**src/rtl/seq_shifter_n.sv**
```systemverilog
// Serial shifter: shifts a WIDTH-bit operand one bit per clock by a run-time amount,
// using a start/in_ready request and an out_valid result pulse.
// Define SEQ_SHIFTER_STICKY_EN to add the sticky output (OR of bits shifted out on right shifts).
module seq_shifter_n #(
  parameter int unsigned WIDTH = 8,
  parameter int unsigned SHW   = 3
) (
  input  logic             clk,
  input  logic             rst,
  input  logic             start,
  input  logic [WIDTH-1:0] A,
  input  logic [SHW-1:0]   amt,
  input  logic [1:0]       mode,
  output logic             in_ready,
  output logic             busy,
  output logic [WIDTH-1:0] X,
`ifdef SEQ_SHIFTER_STICKY_EN
  output logic             sticky,
`endif
  output logic             out_valid
);

  typedef enum logic [1:0] {
    StIdle  = 2'b00,
    StShift = 2'b01,
    StDone  = 2'b10
  } state_e;

  typedef enum logic [1:0] {
    ModeLsl = 2'b00,
    ModeLsr = 2'b01,
    ModeAsr = 2'b10,
    ModeRor = 2'b11
  } mode_e;

  state_e           state_q, state_d;
  mode_e            mode_q, mode_d;
  logic [WIDTH-1:0] x_q, x_d;
  logic [SHW-1:0]   cnt_q, cnt_d;
  logic [WIDTH-1:0] x_step;
  logic             accept;

  always_comb begin
    x_step = x_q;
    unique case (mode_q)
      ModeLsl: x_step = {x_q[WIDTH-2:0], 1'b0};
      ModeLsr: x_step = {1'b0, x_q[WIDTH-1:1]};
      ModeAsr: x_step = {x_q[WIDTH-1], x_q[WIDTH-1:1]};
      ModeRor: x_step = {x_q[0], x_q[WIDTH-1:1]};
      default: x_step = x_q;
    endcase
  end

  assign in_ready  = (state_q == StIdle) || (state_q == StDone);
  assign busy      = (state_q == StShift);
  assign out_valid = (state_q == StDone);
  assign X         = x_q;
  assign accept    = start && in_ready;

`ifdef SEQ_SHIFTER_STICKY_EN
  logic sticky_q, sticky_d;
  logic right_step;

  assign right_step = (mode_q == ModeLsr) || (mode_q == ModeAsr);
  assign sticky     = sticky_q;

  always_comb begin
    sticky_d = sticky_q;
    if (accept) begin
      sticky_d = 1'b0;
    end else if (state_q == StShift && right_step) begin
      sticky_d = sticky_q | x_q[0];
    end
  end

  always_ff @(posedge clk) begin
    if (rst) begin
      sticky_q <= 1'b0;
    end else begin
      sticky_q <= sticky_d;
    end
  end
`endif

  always_comb begin
    state_d = state_q;
    x_d     = x_q;
    cnt_d   = cnt_q;
    mode_d  = mode_q;
    unique case (state_q)
      StIdle, StDone: begin
        if (accept) begin
          x_d     = A;
          cnt_d   = amt;
          mode_d  = mode_e'(mode);
          state_d = (amt == '0) ? StDone : StShift;
        end else begin
          state_d = StIdle;
        end
      end
      StShift: begin
        x_d   = x_step;
        cnt_d = cnt_q - SHW'(1);
        if (cnt_q == SHW'(1)) begin
          state_d = StDone;
        end
      end
      default: state_d = StIdle;
    endcase
  end

  always_ff @(posedge clk) begin
    if (rst) begin
      state_q <= StIdle;
      x_q     <= '0;
      cnt_q   <= '0;
      mode_q  <= ModeLsl;
    end else begin
      state_q <= state_d;
      x_q     <= x_d;
      cnt_q   <= cnt_d;
      mode_q  <= mode_d;
    end
  end

endmodule

```
**config.mk**
```make
export PLATFORM = sky130hd
export DESIGN_NAME = seq_shifter_n
export DESIGN_NICKNAME = d
export VERILOG_FILES = /design/src/rtl/seq_shifter_n.sv
export SDC_FILE = /design/constraint.sdc
export NUM_CORES = 1
export LEC_CHECK = 0
export BUFFER_PORTS_ARGS = -buffer_cell sky130_fd_sc_hd__buf_2
export CELL_PAD_IN_SITES_DETAIL_PLACEMENT = 0
export CELL_PAD_IN_SITES_GLOBAL_PLACEMENT = 1
export CORE_MARGIN = 10
export CORE_UTILIZATION = 37
export DETAILED_ROUTE_END_ITERATION = 8
export MAX_ROUTING_LAYER = met4
export PLACE_DENSITY = 0.93
export SLEW_MARGIN = 30
export SYNTH_ARGS = -nofsm -noshare
export SYNTH_HDL_FRONTEND = slang
export SYNTH_SLANG_ARGS = --single-unit
```
**constraint.sdc**
```tcl
create_clock -name clk -period 1.8 [get_ports clk]
set_input_delay 0.09 -clock clk [delete_from_list [all_inputs] [get_ports clk]]
set_output_delay 0.09 -clock clk [all_outputs]
set_load 0.01 [all_outputs]
```
==> results.py, run 1 <==
metrics = {
    "status": {
        "status": "finished, final reports clean",
    },
    "critical_path": {
        "reg2reg_depth": 4,
        "endpoint_kind": "primary output",
        "cp_max_fo": 12,
        "crit_required_ns": 1.71,
        "timing.rr.start": "state_q[1]$_SDFFE_PP0P_",
        "path_class": "flip-flop to primary output",
        "r2r-end": "X[7]$_SDFFE_PP0P_",
        "crit_start": "state_q[1]$_SDFFE_PP0P_",
        "cp-endpoint": "busy",
        "rrSetupSlack_ns": 0.28,
        "startpoint_type": "flip-flop",
        "worstPathArrival_ns": 1.43,
    },
    "layout": {
        "nFillCells": 226,
        "n_antenna_cell": 0,
        "drive_gt1_frac": 0.250,
        "fin_area_um2": 967,
        "nets": 143,
        "final_common_cell": "buf_2",
        "final_cell_mix": "buf_2, nand2_1, dfxtp_1",
        "area_growth_syn_to_layout_pct": 19.7,
    },
    "detailed_routing": {
        "initialDrtViolationCount": 46,
        "via_count": 808,
        "finalWirelength_um": 2180,
        "route.detailed.drc": 0,
        "drt_first_pass_iters": 4,
        "via_per_inst": 5.35,
        "wl_per_cell_um": 14.5,
        "ant_nets": 0,
    },
    "logic_synthesis": {
        "netlist_instances": 101,
        "yosys_register_bits": 15,
        "synthesis.area_um2": 808,
        "ys_warn_count": 0,
        "avgSynthCellArea_um2": 8.00,
        "ys_seq_area_frac": 0.372,
        "syn_nets": 119,
        "yosysUniqueCellTypes": 29,
    },
    "placed_design": {
        "placed_area_um2": 941,
        "dpl.hpwl_um": 1560,
        "gp_congestion": 0.754,
        "portBuffers": 26,
    },
    "cts": {
        "numCtsBuffers": 3,
        "holdBufCountCts": 0,
        "cts_tree": "done",
        "htree_levels": 1,
        "cts.sinks": 15,
        "cts.clk_slew.worst_paths_ns": 0.09,
        "cts_setup_buffers": 0,
        "clock_latency_ns": 0.28,
        "cts_resized": 0,
        "cts_root_buffer": "clkbuf_4",
        "ctsLongestPathBuffers": 2,
    },
    "pwr": {
        "pwr-share-clk": 0.244,
        "netSwitchingFraction": 0.323,
        "p_per_area_nw_per_um2": 821,
        "seq_power_share": 0.509,
        "p_total_uw": 794,
        "pwr-share-comb": 0.248,
        "switching_power_uw": 257,
        "power.leakage_uw": 0.000409,
        "worst_ir_drop_vdd_mv": 0.308,
        "p_int_uw": 538,
    },
    "timing": {
        "fmax_mhz": 657,
        "grt_setup_unrepaired": "false",
        "finalCriticalPeriod_ns": 1.52,
        "fin_tns_setup_ns": 0,
        "period_share": 0.846,
        "tightest_slew_ns": 0.518,
        "whs_ns": 0.0357,
        "drv_slew": 0,
        "relSlewSlack": 0.655,
        "hold_viol_final": 0,
        "finalSetupViolCount": 0,
        "clock_skew_ns": 0.00542,
    },
    "worst_hold_path": {
        "min_from": "mode[0]",
        "worstHoldPathType": "primary input to flip-flop",
    },
    "die": {
        "initial_utilization": 0.400,
        "fp.dieH_um": 66.7,
        "io_pins": 27,
        "die_w_um": 66.7,
        "rows": 16,
        "core_um2": 2020,
        "die-area_um2": 4450,
    },
    "global_routing": {
        "grt_overflow": 0,
        "grt_pass1_vias": 798,
        "grt_pass1_wl_um": 3530,
        "antenna_found_initial": 0,
        "grt_use_total": 0.103,
        "grt_max_degree": 17,
    },
    "job": {
        "cap_viol_max_count": 0,
    },
}
[sequential cells by signal (all words and copies together) (netlist names)]
signal and count:
cnt_q 3, state_q 2, mode_q 2, X 8
[metrics by stage]
stage,worst slack (ns),utilization,cells
after global routing,0.163,0.478,151
final,0.277,0.478,151
after detailed placement,0.301,0.465,147
after global placement,0.374,0.465,147
after CTS,0.273,0.478,151
after floorplan,0.656,-,101
[power by group through the flow]
stage	registers, uW	logic (uW)	clock network, uW
final	404	197	193
after detailed placement	412	198	0
after global placement	410	195	0
after CTS	404	200	206
after floorplan	408	130	0
after global routing	410	221	218
[cell usage after synthesis (all sizes together)]
cell	instances	area [um^2]
a2111o	1	11.3
a211oi	7	52.6
a21oi	7	35.0
a22oi	1	7.51
a2bb2oi	1	8.76
a311oi	7	61.3
a31oi	1	6.26
and2b	1	7.51
and3	1	6.26
buf	5	27.5
clkbuf	3	11.3
clkinv	1	3.75
dfxtp	15	300
ha	2	25.0
inv	6	22.5
nand2	19	71.3
nand2b	3	18.8
nand3	2	10.0
nor2	3	13.8
nor2b	1	6.26
o211ai	1	7.51
o21a	7	52.6
o21ai	1	5.00
o31ai	1	7.51
o41ai	1	8.76
or3	2	12.5
or4	1	7.51
[metal layers]
layer  part of all wire  vias to the layer above  wire length, um  GRT usage
met1               0.42                      368              927      0.110
met4              0.027                        0               59     0.0707
met3              0.053                        6              116     0.0217
li1                   -                      412                -          -
met2               0.49                       22             1080      0.166
met5                  0                        -                0          -
[final cells by class]
| class | instances | area, um^2 | share of cell area |
|---|---|---|---|
| multi-input cells | 71 | 443 | 0.458 |
| flip-flops and latches | 15 | 300 | 0.310 |
| repair buffers | 27 | 138 | 0.142 |
| well taps | 27 | 33.8 | 0.0349 |
| clock buffers | 4 | 26.3 | 0.0272 |
| inverters | 7 | 26.3 | 0.0272 |
[worst max-delay path, cell delays in order (launching register included)]
cell and delay, ns:
dfxtp_1 0.32, nand2b_1 0.37, clkinv_1 0.26, buf_2 0.21
[worst min path at each step]
stage	endpoint	cells after the start
2_1_floorplan	mode_q[0]$_SDFFE_PP0P_	2
3_3_place_gp	mode_q[0]$_SDFFE_PP0P_	3
3_5_place_dp	mode_q[0]$_SDFFE_PP0P_	3
4_1_cts	mode_q[0]$_SDFFE_PP0P_	3
5_1_grt	mode_q[1]$_SDFFE_PP0P_	3
6_report	mode_q[0]$_SDFFE_PP0P_	3
[logic make-up after synthesis]
kind of cell             Yosys count  synth area share
AND/OR/NAND/NOR                   33             0.190
AO/OA/AOI/OAI                     36             0.327
adder cells (fa/ha/maj)            2            0.0310
flip-flops                        15             0.372
buffers and inverters             15            0.0805
Power figures use the tool's default switching activity.
==> inputs of run 2 (changes only) <==
- CORE_UTILIZATION: 37 -> 34
- PLACE_DENSITY: 0.93 -> 0.87
- clock period: 1.8 -> 1.55 ns (I/O delays scaled with it)
==> results.py, run 2 (synthesized netlist as in run 1, its figures left out) <==
metrics = {
    "status": {
        "status": "finished, final reports clean",
    },
    "critical_path": {
        "worstPathArrival_ns": 1.54,
        "crit_required_ns": 1.74,
        "endpoint_kind": "flip-flop",
        "path_class": "flip-flop to flip-flop",
        "cp_max_fo": 15,
        "rrSetupSlack_ns": 0.19,
        "startpoint_type": "flip-flop",
        "reg2reg_depth": 3,
    },
    "cts": {
        "holdBufCountCts": 0,
        "numCtsBuffers": 3,
        "cts_resized": 0,
        "cts_tree": "done",
        "cts_root_buffer": "clkbuf_4",
        "ctsLongestPathBuffers": 2,
        "cts_setup_buffers": 0,
        "htree_levels": 1,
        "clock_latency_ns": 0.28,
        "cts.clk_slew.worst_paths_ns": 0.10,
        "cts.sinks": 15,
    },
    "timing": {
        "finalCriticalPeriod_ns": 1.36,
        "tightest_slew_ns": 0.488,
        "clock_skew_ns": 0.00224,
        "grt_setup_unrepaired": "false",
        "relSlewSlack": 0.674,
        "whs_ns": 0.0201,
        "setup_ws_ns": 0.195,
        "period_share": 0.874,
        "fin_tns_setup_ns": 0,
        "drv_slew": 0,
        "hold_viol_final": 0,
        "finalSetupViolCount": 0,
        "fmax_mhz": 738,
    },
    "global_routing": {
        "antenna_found_initial": 0,
        "grt_use_total": 0.101,
        "grt_max_degree": 17,
        "grt_overflow": 0,
        "grt_pass1_vias": 764,
        "grt_pass1_wl_um": 3620,
    },
    "layout": {
        "final_cell_mix": "buf_2, nand2_1, dfxtp_1",
        "nets": 145,
        "final_common_cell": "buf_2",
        "fin_area_um2": 983,
        "largest_register_ffs": 8,
        "drive_gt1_frac": 0.262,
        "nFillCells": 243,
        "area_growth_syn_to_layout_pct": 21.7,
        "n_antenna_cell": 0,
    },
    "die": {
        "io_pins": 27,
        "initial_utilization": 0.362,
        "rows": 17,
        "die_w_um": 68.8,
        "die-area_um2": 4730,
        "core_um2": 2230,
        "fp.dieH_um": 68.8,
    },
    "pwr": {
        "seq_power_share": 0.503,
        "switching_power_uw": 305,
        "p_int_uw": 630,
        "power.leakage_uw": 0.000418,
        "pwr-share-clk": 0.248,
        "netSwitchingFraction": 0.326,
        "worst_ir_drop_vdd_mv": 0.537,
        "p_per_area_nw_per_um2": 951,
        "pwr-share-comb": 0.250,
    },
    "detailed_routing": {
        "wl_per_cell_um": 13.7,
        "finalWirelength_um": 2110,
        "ant_nets": 0,
        "initialDrtViolationCount": 12,
        "drt_first_pass_iters": 4,
        "route.detailed.drc": 0,
        "via_count": 786,
        "via_per_inst": 5.10,
    },
    "placed_design": {
        "gp_congestion": 0.753,
        "dpl.hpwl_um": 1560,
        "placed_area_um2": 957,
        "post-place-ws_ns": 0.199,
        "portBuffers": 26,
    },
    "worst_hold_path": {
        "worstHoldPathType": "primary input to flip-flop",
        "min_delay_path_depth": 3,
    },
    "job": {
        "cap_viol_max_count": 0,
    },
}
## run 2: area by class of cell
cell class	count	area [um^2]	share of cell area
tap	28	35.0	0.0356
inverter	7	26.3	0.0267
timing repair buffer	29	153	0.155
clock buffer	4	26.3	0.0267
multi-input combinational	71	443	0.450
sequential	15	300	0.305
## run 2: final timing paths
path / start / to
worst max-delay path: state_q[0]$_SDFFE_PP0P_ / X[7]$_SDFFE_PP0P_
worst min-delay path: mode[1] / mode_q[1]$_SDFFE_PP0P_
worst max register to register: state_q[0]$_SDFFE_PP0P_ / X[7]$_SDFFE_PP0P_
worst min register to register: cnt_q[1]$_SDFFE_PP0P_ / cnt_q[1]$_SDFFE_PP0P_
## run 2: power groups by stage
| stage | combinational (uW) | sequential, uW | clock (uW) |
|---|---|---|---|
| finish | 234 | 470 | 232 |
| global route | 263 | 479 | 254 |
| floorplan | 151 | 474 | 0 |
| global placement | 233 | 477 | 0 |
| detailed placement | 236 | 478 | 0 |
| CTS | 237 | 470 | 234 |
## run 2: critical path, stage by stage, from the launching register on
cell     delay [ns]
dfxtp_1        0.34
and2b_1        0.51
a21oi_1        0.08
o41ai_1        0.33
## run 2: per-stage QoR
| stage | total power [uW] | utilization | cells |
|---|---|---|---|
| after CTS | 940 | 0.440 | 154 |
| final | 935 | 0.440 | 154 |
| after detailed placement | 714 | 0.429 | 150 |
| after global routing | 996 | 0.440 | 154 |
| after floorplan | 625 | - | 101 |
| after global placement | 710 | 0.429 | 150 |
## run 2: routing by layer
| layer | part of all wire | GRT usage |
|---|---|---|
| met2 | 0.46 | 0.149 |
| met5 | 0 | - |
| met1 | 0.48 | 0.127 |
| met4 | 0.0057 | 0.0369 |
| met3 | 0.055 | 0.0322 |
